### src/rtl/pipeline_pkg.sv
// Shared pipeline definitions: EX/MEM control layout, write-back select encodings,
// the memory-stage FSM states and the latched memory-access entry.
package pipeline_pkg;

    localparam int unsigned XLEN   = 32;
    localparam int unsigned REG_AW = 5;
    localparam int unsigned CTRL_W = 5;

    // ctrl_mem bit positions
    localparam int unsigned MEM_RD     = 4;
    localparam int unsigned MEM_WR     = 3;
    localparam int unsigned REG_WR     = 2;
    localparam int unsigned WB_SEL_MSB = 1;
    localparam int unsigned WB_SEL_LSB = 0;

    typedef enum logic [1:0] {
        WB_ALU  = 2'b00,
        WB_MEM  = 2'b01,
        WB_PC4  = 2'b10,
        WB_RSVD = 2'b11
    } wb_sel_t;

    typedef enum logic {
        IDLE   = 1'b0,
        ACCESS = 1'b1
    } mem_state_t;

    // Entry held for the duration of an outstanding data-memory access
    typedef struct packed {
        logic              we;
        logic              reg_wr;
        logic [1:0]        wb_sel;
        logic [REG_AW-1:0] rd;
        logic [XLEN-1:0]   addr;
        logic [XLEN-1:0]   wdata;
        logic [XLEN-1:0]   pc4;
    } mem_entry_t;

    // Write-back value mux; the reserved encoding yields zero
    function automatic logic [XLEN-1:0] wb_select(
        input logic [1:0]      sel,
        input logic [XLEN-1:0] alu,
        input logic [XLEN-1:0] mem,
        input logic [XLEN-1:0] pc4
    );
        logic [XLEN-1:0] res;
        case (sel)
            WB_ALU:  res = alu;
            WB_MEM:  res = mem;
            WB_PC4:  res = pc4;
            default: res = '0;
        endcase
        return res;
    endfunction

endpackage

### src/rtl/dmem_timer.sv
// Clear/enable cycle counter with terminal-count flag at TIMEOUT-1,
// used to bound how long a data-memory access may wait for ready.
module dmem_timer #(
    parameter int unsigned TIMEOUT = 15
) (
    input  logic clk,
    input  logic reset,
    input  logic clear,
    input  logic enable,
    output logic terminal_c
);

    localparam int unsigned CNT_W = 8;

    logic [CNT_W-1:0] count_q;

    always_ff @(posedge clk) begin
        if (reset) begin
            count_q <= '0;
        end else if (clear) begin
            count_q <= '0;
        end else if (enable) begin
            count_q <= count_q + CNT_W'(1);
        end
    end

    assign terminal_c = (count_q == CNT_W'(TIMEOUT - 1));

endmodule

### src/rtl/mem_stage.sv
// RV32 memory-access stage: issues word loads/stores on a ready-handshaked port,
// stalls upstream while busy, aborts dead accesses and registers the MEM/WB entry.
module mem_stage
    import pipeline_pkg::*;
#(
    parameter int unsigned TIMEOUT = 15
) (
    input  logic                clk,
    input  logic                reset,
    input  logic                valid_in,
    input  logic [CTRL_W-1:0]   ctrl_mem,
    input  logic [REG_AW-1:0]   rd_mem,
    input  logic [XLEN-1:0]     alu_result,
    input  logic [XLEN-1:0]     write_data1,
    input  logic [XLEN-1:0]     pc4_mem,
    output logic                stall,
    output logic                dmem_req,
    output logic                dmem_we,
    output logic [XLEN-1:0]     dmem_addr,
    output logic [XLEN-1:0]     dmem_wdata,
    input  logic                dmem_ready,
    input  logic [XLEN-1:0]     dmem_rdata,
    output logic                valid_wb,
    output logic                reg_write_wb,
    output logic [REG_AW-1:0]   rd_wb,
    output logic [XLEN-1:0]     wb_data,
    output logic                mem_err
);

    mem_state_t state_q, state_d;
    mem_entry_t ent_q;

    logic latch_en;
    logic tmr_clr;
    logic tmr_en;
    logic tmr_tc_c;

    logic              wb_valid_d;
    logic              wb_err_d;
    logic              wb_rw_d;
    logic [REG_AW-1:0] wb_rd_d;
    logic [XLEN-1:0]   wb_data_d;

    logic       mem_rd;
    logic       mem_wr;
    logic       reg_wr_in;
    logic [1:0] sel_in;
    logic       mem_op;
    logic       bad_op;

    // EX/MEM entry decode
    assign mem_rd    = ctrl_mem[MEM_RD];
    assign mem_wr    = ctrl_mem[MEM_WR];
    assign reg_wr_in = ctrl_mem[REG_WR];
    assign sel_in    = ctrl_mem[WB_SEL_MSB:WB_SEL_LSB];
    assign mem_op    = valid_in & (mem_rd ^ mem_wr);
    assign bad_op    = (valid_in & mem_rd & mem_wr) | (mem_op & (alu_result[1:0] != 2'b00));

    dmem_timer #(
        .TIMEOUT (TIMEOUT)
    ) u_timer (
        .clk        (clk),
        .reset      (reset),
        .clear      (tmr_clr),
        .enable     (tmr_en),
        .terminal_c (tmr_tc_c)
    );

    // Next-state, stall and MEM/WB next-value logic
    always_comb begin
        state_d    = state_q;
        stall      = 1'b0;
        latch_en   = 1'b0;
        tmr_clr    = 1'b0;
        tmr_en     = 1'b0;
        wb_valid_d = 1'b0;
        wb_err_d   = 1'b0;
        wb_rw_d    = 1'b0;
        wb_rd_d    = '0;
        wb_data_d  = '0;

        case (state_q)
            IDLE: begin
                if (bad_op) begin
                    wb_valid_d = 1'b1;
                    wb_err_d   = 1'b1;
                    wb_rd_d    = rd_mem;
                end else if (mem_op) begin
                    state_d  = ACCESS;
                    stall    = 1'b1;
                    latch_en = 1'b1;
                    tmr_clr  = 1'b1;
                end else if (valid_in) begin
                    wb_valid_d = 1'b1;
                    wb_rd_d    = rd_mem;
                    wb_rw_d    = reg_wr_in & (rd_mem != '0);
                    wb_data_d  = wb_select(sel_in, alu_result, '0, pc4_mem);
                end
            end
            ACCESS: begin
                if (dmem_ready) begin
                    state_d    = IDLE;
                    wb_valid_d = 1'b1;
                    wb_rd_d    = ent_q.rd;
                    wb_rw_d    = ent_q.reg_wr & (ent_q.rd != '0);
                    wb_data_d  = wb_select(ent_q.wb_sel, ent_q.addr, dmem_rdata, ent_q.pc4);
                end else if (tmr_tc_c) begin
                    state_d    = IDLE;
                    wb_valid_d = 1'b1;
                    wb_err_d   = 1'b1;
                    wb_rd_d    = ent_q.rd;
                end else begin
                    stall  = 1'b1;
                    tmr_en = 1'b1;
                end
            end
            default: state_d = IDLE;
        endcase
    end

    // State, access latch and MEM/WB register
    always_ff @(posedge clk) begin
        if (reset) begin
            state_q      <= IDLE;
            ent_q        <= '0;
            valid_wb     <= 1'b0;
            mem_err      <= 1'b0;
            reg_write_wb <= 1'b0;
            rd_wb        <= '0;
            wb_data      <= '0;
        end else begin
            state_q <= state_d;
            if (latch_en) begin
                ent_q.we     <= mem_wr;
                ent_q.reg_wr <= reg_wr_in;
                ent_q.wb_sel <= sel_in;
                ent_q.rd     <= rd_mem;
                ent_q.addr   <= alu_result;
                ent_q.wdata  <= write_data1;
                ent_q.pc4    <= pc4_mem;
            end
            valid_wb     <= wb_valid_d;
            mem_err      <= wb_err_d;
            reg_write_wb <= wb_rw_d;
            rd_wb        <= wb_rd_d;
            wb_data      <= wb_data_d;
        end
    end

    // Bus drive straight from the latched entry
    assign dmem_req   = (state_q == ACCESS);
    assign dmem_we    = ent_q.we;
    assign dmem_addr  = ent_q.addr;
    assign dmem_wdata = ent_q.wdata;

endmodule

### config.mk
export PLATFORM = sky130hd
export DESIGN_NAME = mem_stage
export DESIGN_NICKNAME = d
export VERILOG_FILES = /design/src/rtl/pipeline_pkg.sv /design/src/rtl/dmem_timer.sv /design/src/rtl/mem_stage.sv
export SDC_FILE = /design/constraint.sdc
export NUM_CORES = 1
export LEC_CHECK = 0
export BUFFER_PORTS_ARGS = -buffer_cell sky130_fd_sc_hd__buf_2
export CORE_UTILIZATION = 50
export CTS_CLUSTER_SIZE = 20
export DETAILED_ROUTE_END_ITERATION = 10
export MAX_ROUTING_LAYER = met4
export PLACE_DENSITY_LB_ADDON = 0.3
export SYNTH_ARGS = -nofsm -noshare
export SYNTH_HDL_FRONTEND = slang
export SYNTH_SLANG_ARGS = --single-unit
### constraint.sdc
create_clock -name clk -period 2.9 [get_ports clk]
set_clock_uncertainty 0.05 [all_clocks]
set_input_delay 0.435 -clock clk [delete_from_list [all_inputs] [get_ports clk]]
set_output_delay 0.435 -clock clk [all_outputs]
set_load 0.02 [all_outputs]
==> metrics.csv, run 1 <==
stage,metric,value,unit
power,irDropWorstVdd,0.369,mV
detailed_routing,drt_iter0_drc,480,
synthesis,synthesis.instances,859,
timing,finalMaxSlewViolations,0,
synthesis,synth_cell_types,40,
worst_setup_path,r2r.worst_path.cells,5,
power,p_sw,0.00110,W
synthesis,synth.ff_latch_count,154,
grt,met1_usage,32.3,%
grt,grt_pass1_wl,28800,um
floorplanning,die-area,0.0145,mm^2
final_layout,final_cell_mix,"buf_2, nand2_1, dfxtp_1",
final_layout,antenna_cells,0,
placed_design,dp_hpwl,12000,um
timing,rsz0062_at_grt,false,
grt,grt_usage,25.7,%
hold_path,hold_path_class,in -> reg,
synthesis,syn_area_per_cell,8.19,um^2
timing,tns,0,ns
worst_setup_path,crit_type,reg -> out,
run_status,outcome,finished clean,
timing,holdWs,0.199,ns
final_layout,nFillCells,1208,
detailed_routing,viasPerCell,5.34,
power,switching_share,22.4,%
final_layout,area_delta_synth_final,21.2,%
detailed_routing,wl_per_cell,15.2,um
worst_setup_path,crit_path_end_kind,primary output,
placed_design,numPortBuffers,248,
grt,grt_max_degree,78,
grt,antenna_found_initial,0,
grt,grt_overflow,0,
floorplanning,std_cell_rows,42,
worst_setup_path,cp.arrival,1.94,ns
grt,busiest_layer,met2,
placed_design,place.gp.congestion,0.817,
synthesis,synth-compound-area-share,15.1,%
floorplanning,initial_utilization,52.3,%
worst_setup_path,worstPathRequired,2.41,ns
clocking,post_cts_resized,0,
grt,use_met3,5.99,%
power,power_density,579,mW/mm^2
synthesis,synth_top_area_share,43.8,%
clocking,ctsRootBufferMaster,clkbuf_16,
timing,slew_headroom,26.3,%
synthesis,ys_seq_area_share,43.8,%
detailed_routing,dr.pass1.iters,5,
clocking,numCtsBuffers,17,
synthesis,yosys.area_share.simple,19.7,%
job,max_cap_viol_count,0,
floorplanning,die_w,121,um
power,power_frac_comb,8.8,%
timing,finalHoldViolCount,0,
timing,max_freq,413,MHz
power,p_int,0.00383,W
clocking,postCtsSetupRepairBufs,0,
final_layout,layout_commonest_cell,buf_2,
detailed_routing,drc_errors,0,
timing,layout_min_cycle_time,2.42,ns
grt,use_met2,41.2,%
worst_setup_path,worstPathMaxFanout,7,
clocking,cts.clk_slew.worst_paths,0.06,ns
synthesis,synth_top_family_by_area,simple AND/OR/NAND/NOR gates,
synthesis,synthAdderAreaFrac,0.356,%
synthesis,yosys.area.top_type,dfxtp_1,
detailed_routing,drtAntennaViolNets,0,
clocking,cts_hold_buf,0,
detailed_routing,vias,6398,
floorplanning,die_h,121,um
hold_path,holdPathStages,3,
power,p_seq_share,44.4,%
synthesis,synth-xor-area-share,0.623,%
synthesis,yosys-top-cells-area,"dfxtp_1, nand2_1, a21oi_1",
synthesis,syn_area,0.00703,mm^2
clocking,clockBufferDepth,2,
clocking,cts_tree,yes,
synthesis,syn_nets,1003,
synthesis,yosysWarnings,0,
timing,setup_violations,0,
timing,worst_pin_slew,1.10,ns
grt,grt_pass1_vias,5876,
synthesis,synthArstFlopShare,0,%
timing,post-route-period-util,83.5,%
final_layout,drive_above_1_share,32.3,%
final_layout,final_nets,1155,
power,power_frac_clock,46.8,%
synthesis,synth_edf_count,0,
floorplanning,ios,249,
worst_setup_path,worstSetupStartpointType,register,
power,p_leak,3.50,nW
clocking,cts_htree_levels,4,
clocking,clk_latency,0.42,ns
synthesis,ys.flop_type,dfxtp_1,
clocking,cts_sinks,154,
detailed_routing,routed_wl,18200,um
synthesis,synthMuxAreaShare,9.68,%
floorplanning,core,0.0135,mm^2
through the flow:
step                      setup WS, ns  total power (W)  area (um^2)  cells  utilization, %
final                            0.480          0.00493         8520   1198            63.3
after global routing             0.404          0.00510         8520   1198            63.3
after CTS                        0.476          0.00497         8520   1198            63.3
after detailed placement         0.807          0.00266         7900   1168            58.7
after global placement           0.854          0.00266         7900   1168            58.7
after floorplan                  0.780          0.00249         7030    859               -
final cells by class:
type                            instances  area [um^2]  area share [%]
Timing Repair Buffer                  261         1350            15.9
Sequential cell                       154         3090            36.2
Multi-Input combinational cell        573         3220            37.8
Inverter                                4         15.0           0.176
Clock inverter                          6          110            1.29
Tap cell                              176          220            2.58
Clock buffer                           24          512            6.01
logic make-up (layout without fill, tap and decap cells):
family / after synthesis / count (layout)
AOI/OAI and AO/OA: 188 / 188
xor gates and xnor gates: 5 / 5
adders and majority gates: 2 / 2
buffers and inverters: 132 / 295
DFF: 154 / 154
muxes: 64 / 64
and+or+nand+nor: 314 / 314
power by group through the flow:
stage               combinational [W]  clock, W  sequential, W
floorplan                    0.000255         0        0.00224
global placement             0.000426         0        0.00223
detailed placement           0.000429         0        0.00224
CTS                          0.000432   0.00235        0.00219
global route                 0.000473   0.00243        0.00219
finish                       0.000433   0.00231        0.00219
worst paths after layout:
path	start	end	slack, ns
max	dmem_req	stall	0.48
min	write_data1[5]	dmem_wdata[5]	0.20
max reg2reg	dmem_req	dmem_addr[17]	0.83
min reg2reg	ent_q[2]	ent_q[2]	0.40
synth_stat cells (all sizes together) (3+ instances only):
library cell / count
nand3b: 32
buf: 84
nor2: 42
o21ai: 35
a22o: 5
dfxtp: 154
a22oi: 32
nand2: 210
nor3: 6
or4: 3
a21oi: 110
nand2b: 3
mux2: 32
clkbuf: 44
mux2i: 32
nand3: 3
inv: 4
xor2: 3
worst max-delay path, cell delays in order, from the launching register on:
cell and delay (ns):
dfxtp_1 0.38, nand2b_1 0.31, or4_4 0.55, nand2_1 0.10, buf_2 0.17
flip-flops by register name, summed over array words and instances, names as in the netlist:
name	cells
ent_q	40
wb_data	32
dmem_we	1
dmem_wdata	32
mem_err	1
dmem_addr	32
reg_write_wb	1
valid_wb	1
rd_wb	5
dmem_req	1
u_timer.count_q	8
routing by layer:
layer	part of all wire [%]	up-vias	routed length, um
met3	7.3	14	1330
met4	0.90	0	165
met2	48	268	8840
met5	0	-	0
li1	-	3152	-
met1	43	2964	7910
Note: power is estimated with default switching activity, not from simulation.
==> run 2: changes to the inputs <==
--- a/config.mk
+++ b/config.mk
@@ -5,8 +5,9 @@
 export SDC_FILE = /design/constraint.sdc
 export NUM_CORES = 1
 export LEC_CHECK = 0
+export ABC_AREA = 1
 export BUFFER_PORTS_ARGS = -buffer_cell sky130_fd_sc_hd__buf_2
-export CORE_UTILIZATION = 50
+export CORE_UTILIZATION = 45
 export CTS_CLUSTER_SIZE = 20
 export DETAILED_ROUTE_END_ITERATION = 10
 export MAX_ROUTING_LAYER = met4
==> constraint.sdc (replaced) <==
create_clock -name clk -period 2.1 [get_ports clk]
set_clock_uncertainty 0.05 [all_clocks]
set_input_delay 0.315 -clock clk [delete_from_list [all_inputs] [get_ports clk]]
set_output_delay 0.315 -clock clk [all_outputs]
set_load 0.02 [all_outputs]
==> run 2 against run 1 <==
  * Flip-flop and latch count unchanged
  * Non-clock buffer count increased by 9
  * Global-route usage decreased by 1.2 points
  * Worst setup slack got worse by 0.32 ns
  * Die area increased by 13%
  * First-iteration DRC count decreased by 6.9%
  * Count of clock-buffer cells in the layout decreased by 1
  * Via count increased by 6.1%
  * Critical endpoint unchanged
  * Largest power group unchanged
==> metrics.csv, run 2 <==
stage,metric,value,unit
synthesis,synth_cell_types,29,
synthesis,syn_area_per_cell,7.32,um^2
grt,grt_pass1_wl,30700,um
placed_design,numPortBuffers,248,
floorplanning,ios,249,
grt,grt_pass1_vias,6248,
worst_setup_path,worstSetupStartpointType,register,
detailed_routing,viasPerCell,4.98,
worst_setup_path,r2r.worst_path.cells,6,
timing,holdWs,0.0693,ns
power,irDropWorstVdd,0.529,mV
floorplanning,std_cell_rows,45,
timing,slew_headroom,46.5,%
timing,rsz0062_at_grt,false,
final_layout,largest_reg_flops,40,
final_layout,final_core_util,57.1,%
synthesis,netlist_top_cells_count,"nand2_1, dfxtp_1, nor2_1",
synthesis,synth-xor-area-share,0.368,%
detailed_routing,wl_per_cell,14.1,um
timing,max_freq,515,MHz
synthesis,synth_top_area_share,43.2,%
worst_setup_path,r2r_setup_slack,0.50,ns
timing,worst_pin_slew,0.803,ns
timing,post-route-period-util,92.4,%
clocking,cts_hold_buf,0,
power,p_leak,4.23,nW
synthesis,yosys.area_share.simple,20.5,%
clocking,postCtsSetupRepairBufs,0,
worst_setup_path,cp_cell_sequence,inv_1 > ha_1 > nand3_1 > o21ai_2 > nand2_1 > buf_2,
floorplanning,initial_utilization,46.6,%
worst_setup_path,cp.buffers_inverters,2,
clocking,cts_htree_levels,4,
grt,grt_usage,24.5,%
synthesis,synth_top_family_by_area,simple AND/OR/NAND/NOR gates,
final_layout,layout_commonest_cell,buf_2,
worst_setup_path,worstPathRequired,1.74,ns
detailed_routing,routed_wl,19200,um
grt,grt_max_degree,78,
power,power_density,810,mW/mm^2
grt,grt_overflow,0,
timing,layout_min_cycle_time,1.94,ns
worst_setup_path,worstPathMaxFanout,5,
hold_path,holdPathStages,3,
timing,finalMaxSlewViolations,0,
worst_setup_path,cp_num_cells,6,
worst_setup_path,crit_type,reg -> out,
clocking,post_cts_resized,0,
synthesis,synthesis.instances,975,
clocking,cts.clk_slew.worst_paths,0.06,ns
grt,antenna_found_initial,3,
clocking,cts_tree,yes,
synthesis,yosysMostFrequentCell,nand2_1,
final_layout,drive_above_1_share,29.7,%
timing,finalHoldViolCount,0,
placed_design,dp_hpwl,13000,um
worst_setup_path,crit_path_end_kind,primary output,
detailed_routing,drtAntennaViolNets,0,
timing,setup_violations,0,
floorplanning,core,0.0153,mm^2
run_status,outcome,finished clean,
timing,tns,0,ns
clocking,ctsRootBufferMaster,clkbuf_16,
clocking,cts_sinks,154,
synthesis,ys_seq_area_share,43.2,%
synthesis,yosysWarnings,0,
synthesis,synthMuxAreaShare,0,%
worst_setup_path,critPathMaxStageDelay,0.39,ns
job,max_cap_viol_count,0,
final_layout,final_cell_mix,"buf_2, nand2_1, dfxtp_1",
synthesis,synth.ff_latch_count,154,
final_layout,top_register,ent_q,
detailed_routing,vias,6786,
worst_setup_path,cp.arrival,1.58,ns
synthesis,synth-compound-area-share,19.6,%
placed_design,place.gp.congestion,0.879,
detailed_routing,dr.pass1.iters,5,
floorplanning,die_h,128,um
synthesis,syn_area,0.00714,mm^2
worst_setup_path,path_delay_family,flip-flops,
floorplanning,die-area,0.0164,mm^2
synthesis,yosys-top-cells-area,"dfxtp_1, nand2_1, buf_4",
worst_setup_path,critPathSlowestCell,dfxtp_1,
detailed_routing,drc_errors,0,
hold_path,hold_path_class,in -> reg,
synthesis,synthArstFlopShare,0,%
clocking,clockBufferDepth,2,
clocking,clk_latency,0.41,ns
final_layout,area_delta_synth_final,22.6,%
synthesis,yosys.area.top_type,dfxtp_1,
clocking,numCtsBuffers,17,
synthesis,synth_edf_count,0,
synthesis,syn_nets,1119,
synthesis,synthAdderAreaFrac,0.351,%
floorplanning,die_w,128,um
synthesis,ys.flop_type,dfxtp_1,
final_layout,final_nets,1283,
detailed_routing,drt_iter0_drc,447,
[run 2: final timing paths]
kind | endpoint | from
worst max-delay path | stall | u_timer.count_q[0]
worst min-delay path | dmem_wdata[25] | write_data1[25]
worst max register to register | rd_wb[3] | u_timer.count_q[0]
worst min register to register | dmem_addr[0] | dmem_addr[0]
[run 2: kinds of logic (layout without fill, tap and decap cells)]
group | after synthesis | count (layout)
flops | 154 | 154
fa+ha+maj | 2 | 2
simple gates | 364 | 364
compound gates | 249 | 249
xor+xnor | 3 | 3
buf+inv | 203 | 378
other cells | 0 | 3
[run 2: layout make-up]
class,count,area (um^2)
sequential,154,3080
inverter,78,295
clock inverter,7,139
timing repair buffer,270,1540
fill,1521,6570
tap,211,264
multi-input combinational,618,2930
clock buffer,23,488
antenna,3,7.51
[run 2: metal layers]
layer  wire length, um  track usage, %
met3              1480            5.80
met5                 0               -
met2              8940            39.6
met4               425            10.1
met1              8360            29.4
[run 2: report_power, final]
group,total (W),switching [W],internal (W)
registers,0.00307,0.0000530,0.00302
clock network,0.00326,0.00116,0.00210
logic,0.000758,0.000464,0.000294
[run 2: metrics by stage]
stage | area [um^2] | setup WS (ns) | total power [W] | std cells
3_3_place_gp | 8110 | 0.299 | 0.00388 | 1331
6_report | 8750 | 0.159 | 0.00709 | 1364
5_1_grt | 8750 | 0.0364 | 0.00736 | 1364
3_5_place_dp | 8110 | 0.231 | 0.00389 | 1331
4_1_cts | 8740 | 0.128 | 0.00715 | 1361
2_1_floorplan | 7140 | 0.460 | 0.00363 | 975
[run 2: worst register-to-register path: cells and delay by family, from the launching register on]
family | cells | cell delay (ns)
compound gates | 2 | 0.61
flops | 1 | 0.34
simple gates | 2 | 0.27
fa+ha+maj | 1 | 0.15
buf+inv | 1 | 0.11
